[src/rtl/map_pkg.sv]
// Shared constants and types for the tile-map colour RAM and its arbiter.
// Contents: map geometry, 4:4:4 colour constants, game request opcodes, arbiter FSM states.
// Imported by map_ram_arbiter; holds no logic of its own.
package map_pkg;

   localparam int ADDR_W      = 14;
   localparam int DATA_W      = 12;
   localparam int MAP_DEPTH   = 16200;   // 300 tiles x 54 rows
   localparam int MAP_W_TILES = 300;
   localparam int TILE_SHIFT  = 4;
   localparam int CNT_W       = 8;

   localparam logic [11:0] SKY_COL  = 12'h2CD;
   localparam logic [11:0] COIN_COL = 12'hDD2;
   localparam logic [11:0] POLE_COL = 12'hF0E;

   typedef enum logic [1:0] {
      OP_READ  = 2'b00,
      OP_WRITE = 2'b01,
      OP_CLEAR = 2'b10,   // atomic clear-coin read-modify-write
      OP_RSVD  = 2'b11
   } req_op_t;

   typedef enum logic [2:0] {
      ST_IDLE,
      ST_ISSUE,
      ST_CHECK,
      ST_WRITE,
      ST_RESP
   } arb_state_t;

endpackage

[src/rtl/map_ram_arbiter.sv]
// Single-port map RAM arbiter: render reads win every cycle, one game transaction (read/write/clear-coin) at a time.
// Latency (no stalls, accept at T): read T+3, write T+2, clear miss T+3, clear hit T+4, error T+1; +1 per render stall.
// Backpressure: req_ready only in IDLE; game accesses stall while render_en=1 (no timeout, blanking bounds the wait).
// Ports: render_en/addr/data (video path), req_*/rsp_* (game path), clr_stats/coin_total, ram_* (SRAM, 1-cycle read).
module map_ram_arbiter
   import map_pkg::*;
#(
   parameter int                 ADDR_W    = map_pkg::ADDR_W,
   parameter int                 DATA_W    = map_pkg::DATA_W,
   parameter int                 MAP_DEPTH = map_pkg::MAP_DEPTH,
   parameter logic [DATA_W-1:0]  COIN_COL  = DATA_W'(map_pkg::COIN_COL),
   parameter logic [DATA_W-1:0]  SKY_COL   = DATA_W'(map_pkg::SKY_COL),
   parameter int                 CNT_W     = map_pkg::CNT_W
) (
   input  logic              clk,
   input  logic              rst,
   input  logic              render_en,
   input  logic [ADDR_W-1:0] render_addr,
   output logic [DATA_W-1:0] render_data,
   input  logic              req_valid,
   output logic              req_ready,
   input  logic [1:0]        req_op,
   input  logic [ADDR_W-1:0] req_addr,
   input  logic [DATA_W-1:0] req_wdata,
   output logic              rsp_valid,
   output logic [DATA_W-1:0] rsp_data,
   output logic              rsp_hit,
   output logic              rsp_err,
   input  logic              clr_stats,
   output logic [CNT_W-1:0]  coin_total,
   output logic [ADDR_W-1:0] ram_addr,
   output logic              ram_write,
   output logic [DATA_W-1:0] ram_wdata,
   input  logic [DATA_W-1:0] ram_rdata
);

   arb_state_t        state;
   req_op_t           op_q;
   logic [ADDR_W-1:0] addr_q;
   logic [DATA_W-1:0] wdata_q;
   logic              fsm_access;
   logic              coin_inc;

   // The game side only touches the port in ISSUE/WRITE and only when render lets go.
   assign fsm_access  = !render_en && (state == ST_ISSUE || state == ST_WRITE);
   assign ram_addr    = fsm_access ? addr_q : render_addr;
   assign ram_write   = !render_en && (state == ST_WRITE);
   assign ram_wdata   = wdata_q;
   assign render_data = ram_rdata;
   assign req_ready   = (state == ST_IDLE);

   // A coin is counted when its SKY_COL overwrite actually reaches the RAM.
   assign coin_inc = ram_write && (op_q == OP_CLEAR);

   always_ff @(posedge clk or negedge rst) begin
      if (!rst) begin
         state     <= ST_IDLE;
         op_q      <= OP_READ;
         addr_q    <= '0;
         wdata_q   <= '0;
         rsp_valid <= 1'b0;
         rsp_data  <= '0;
         rsp_hit   <= 1'b0;
         rsp_err   <= 1'b0;
      end else begin
         rsp_valid <= 1'b0;
         case (state)
            ST_IDLE: begin
               if (req_valid) begin
                  op_q    <= req_op_t'(req_op);
                  addr_q  <= req_addr;
                  wdata_q <= req_wdata;
                  if (req_addr >= ADDR_W'(MAP_DEPTH) || req_op == OP_RSVD) begin
                     rsp_err   <= 1'b1;
                     rsp_valid <= 1'b1;
                     state     <= ST_RESP;
                  end else if (req_op == OP_WRITE) begin
                     state <= ST_WRITE;
                  end else begin
                     state <= ST_ISSUE;
                  end
               end
            end
            ST_ISSUE: begin
               if (!render_en) state <= ST_CHECK;
            end
            ST_CHECK: begin
               // Read data returned for the address presented in ISSUE.
               rsp_data <= ram_rdata;
               if (op_q == OP_CLEAR && ram_rdata == COIN_COL) begin
                  wdata_q <= SKY_COL;
                  rsp_hit <= 1'b1;
                  state   <= ST_WRITE;
               end else begin
                  rsp_valid <= 1'b1;
                  state     <= ST_RESP;
               end
            end
            ST_WRITE: begin
               if (!render_en) begin
                  rsp_valid <= 1'b1;
                  state     <= ST_RESP;
               end
            end
            ST_RESP: begin
               // Response fields read as zero outside the pulse.
               rsp_data <= '0;
               rsp_hit  <= 1'b0;
               rsp_err  <= 1'b0;
               state    <= ST_IDLE;
            end
            default: state <= ST_IDLE;
         endcase
      end
   end

   // Saturating coin counter; a coincident clear takes precedence.
   always_ff @(posedge clk or negedge rst) begin
      if (!rst) begin
         coin_total <= '0;
      end else if (clr_stats) begin
         coin_total <= '0;
      end else if (coin_inc && coin_total != '1) begin
         coin_total <= coin_total + CNT_W'(1);
      end
   end

endmodule

[config.mk]
export PLATFORM = sky130hd
export DESIGN_NAME = map_ram_arbiter
export DESIGN_NICKNAME = d
export VERILOG_FILES = /design/src/rtl/map_pkg.sv /design/src/rtl/map_ram_arbiter.sv
export SDC_FILE = /design/constraint.sdc
export NUM_CORES = 1
export LEC_CHECK = 0
export CORE_MARGIN = 2
export CORE_UTILIZATION = 42
export CTS_BUF_LIST = sky130_fd_sc_hd__clkbuf_16
export DETAILED_ROUTE_END_ITERATION = 12
export GPL_TIMING_DRIVEN = 0
export PLACE_DENSITY = 0.81
export SLEW_MARGIN = 20
export SYNTH_ARGS = -nofsm -noshare
export SYNTH_HDL_FRONTEND = slang
export SYNTH_SLANG_ARGS = --single-unit
[constraint.sdc]
create_clock -name clk -period 2.1 [get_ports clk]
set_clock_uncertainty 0.15 [all_clocks]
set_input_delay 0.42 -clock clk [delete_from_list [all_inputs] [get_ports clk]]
set_output_delay 0.42 -clock clk [all_outputs]
set_load 0.05 [all_outputs]
==> summary.md <==
| Metric | Value |
|---|---|
| Status | `complete, but fails checks` |
| Failing checks | `setup timing` |
| Grt ovf | `0` |
| Worst Setup Start Kind | `register` |
| H-Tree Level Count | `2` |
| Placed cells | `495` |
| Slew @ Worst Pin | `693 ps` |
| Routed WL per cell | `14.8 µm` |
| RSZ-0062 raised after global routing | `true` |
| DRT antenna net count | `0` |
| PD cells | `1350 nW/µm²` |
| Leakage | `2.06 nW` |
| Final wirelength | `7.50 mm` |
| Worst vdd ir | `855 µV` |
| CTS tree | `built` |
| DRC viols | `0` |
| Synth top area share | `49.5%` |
| Critical path cell sequence | `nor2b_4 > and2b_1 > buf_6 > buf_16 > mux2_4 > buf_8` |
| MaxCap Viol Count | `0` |
| TritonCTS buffer count | `5` |
| Dpl hpwl | `5.39 mm` |
| Mapped cell area | `2730 µm²` |
| Final min period | `2310 ps` |
| Syn Nets | `358` |
| Post-Layout Cell Count | `508` |
| Maximum fanout along the worst path | `6` |
| Clock Sinks | `54` |
| Largest net degree at the start of global routing | `55` |
| Overall Power | `5.86 mW` |
| Starting Density | `43.3%` |
| Inserted Diodes | `0` |
| Clk_lat worst skew | `280 ps` |
| Root Driver | `clkbuf_16` |
| Number of DRC markers after the initial detailed-route iteration | `139` |
| Hold Path Class | `in2async` |
| Fin util | `68.8%` |
| Ports | `122` |
| Row count | `29` |
| Critical path's largest stage delay | `390 ps` |
| Area delta synth->final | `58.9%` |
| Core area | `6310 µm²` |
| Synth warn | `0` |
| CP Capture Type | `output port` |
| Die Y | `84.7 µm` |
| PortBufs | `120` |
| CP required | `1530 ps` |
| Worst relative slew slack | `53.8%` |
| Fin nets | `491` |
| Final setup vio count | `14` |
| Placed cell area | `4030 µm²` |
| Worst Path Class, Setup | `reg2out` |
| Vias per inst | `5.16` |
| Fmax | `434 MHz` |
| Setup TNS Final | `-2370 ps` |
| Vias in the first global route | `2583` |
| Cells after Synth | `298` |
| Max Slew Vio Count | `0` |
| R2R cell count | `7` |
| Commonest cells after routing, fill and taps aside | `nand2_1, clkdlybuf4s50_1, dfrtp_1, o21ai_0` |
| First-pass GRT wire length | `11.9 mm` |
| Via count | `2619` |
| Initial antenna violation count | `0` |
| Number of library cell types mapped by synthesis | `43` |
| Slowest cell on the critical path | `dfrtp_1` |
| DR pass1 iterations | `4` |
| Final count of hold timing violations | `0` |
| Commonest non-fill, non-tap cell in the layout | `nand2_1` |
| Layout cells sized above 1 | `20.2%` |
| Reg clk slew, reported paths | `70 ps` |
| Post-synthesis register bit count | `54` |
| Worst Slack Setup Final | `-206 ps` |
| Clock Path Buffers | `2` |
| Design Area, Final | `4340 µm²` |
| Tot GR Track Use | `20.4%` |
| Period utilisation layout | `110%` |
| Synth area leader | `dfrtp_1` |
| Seq/Total Area, Yosys | `49.5%` |
| Die Span X | `84.7 µm` |
| Synth area leaders | `dfrtp_1, nand2_1, o21ai_0` |
| Die footprint | `7170 µm²` |
| Syn avg cell area | `9.17 µm²` |
| Hold Buf Count CTS | `0` |
| Worst Path Arrival | `1740 ps` |
| Routability cong. | `0.800` |
cell usage after synthesis, drive strengths merged:
master / instances
o31ai: 3
nand2b: 2
a21oi: 20
clkbuf: 7
nor2b: 14
xor2: 1
nor4bb: 2
and4b: 1
nor4b: 1
a21o: 1
dfrtp: 54
or3: 4
inv: 1
a22oi: 1
nor3: 3
nor2: 3
and4bb: 1
and2: 1
o211ai: 2
or4: 3
and2b: 2
mux2i: 1
nand3: 10
mux2: 14
a2bb2oi: 1
nand4: 3
a221o: 1
o21ai: 24
nor4: 1
xnor2: 1
buf: 24
a31oi: 1
a211o: 1
ha: 1
nand2: 88
stage by stage:
stage | hold WS (ps) | setup slack, ps
after floorplan | -25.6 | 4.68
after global placement | 302 | -1190
after CTS | 52.7 | -252
final | 15.3 | -206
after detailed placement | 307 | -1070
after global routing | 85.1 | -238
kinds of logic (layout without fill, tap and decap cells):
| group | Yosys count | after routing | synth area share, % |
|---|---|---|---|
| AND/OR/NAND/NOR | 139 | 139 | 24.6 |
| AO/OA/AOI/OAI | 55 | 55 | 11.7 |
| flip-flops | 54 | 54 | 49.5 |
| buffers and inverters | 32 | 165 | 6.96 |
| multiplexers | 15 | 15 | 6.14 |
| XOR/XNOR | 2 | 2 | 0.641 |
| adder cells (fa/ha/maj) | 1 | 1 | 0.458 |
final cells by class:
type                    instances  area, µm²
well taps                      77       96.3
multi-input cells             212       1280
inverters                       1       3.75
plain buffers                  29        189
repair buffers                128       1290
clock inverters                 2       7.51
clock buffers                   5        125
flip-flops and latches         54       1350
fillers                       515       1970
sequential cells by signal, indices dropped and copies added (netlist names), 2 cells and up:
signal / cells
coin_total: 8
rsp_data: 12
op_q: 2
ram_wdata: 12
state: 3
addr_q: 14
worst paths after layout:
kind,from,to,slack (ps)
worst max-delay path,state[0],ram_addr[7],-210
worst min-delay path,rst,coin_total[0],20
worst max register to register,state[2],rsp_err,200
worst min register to register,addr_q[10],addr_q[10],330
max in group asynchronous,rst,state[2],1300
min in group clk,addr_q[10],addr_q[10],330
timing repair:
item	CTS	global route
setup buffers	4	3
pin swaps	2	1
gates cloned	1	0
gates resized for setup	154	34
endpoints found under the setup margin	48	40
worst max-delay path, delay by kind of cell, from the launching register on:
kind,cells,cell delay (ps)
flip-flops,1,390
buffers and inverters,3,440
multiplexers,1,320
AND/OR/NAND/NOR,2,300
power breakdown:
part           switching [mW]  total [mW]  internal [mW]
sequential              0.244        1.70           1.46
clock                   0.342       0.770          0.427
combinational            2.12        3.39           1.27
total                    2.70        5.86           3.16
per-layer routing:
metal	up-vias	GRT usage, %	wire length, µm
met2	85	33.9	3750
met3	10	5.11	455
li1	1267	-	-
met4	0	6.35	121
met1	1257	26.2	3160
met5	-	0	0
Power figures use the tool's default switching activity.
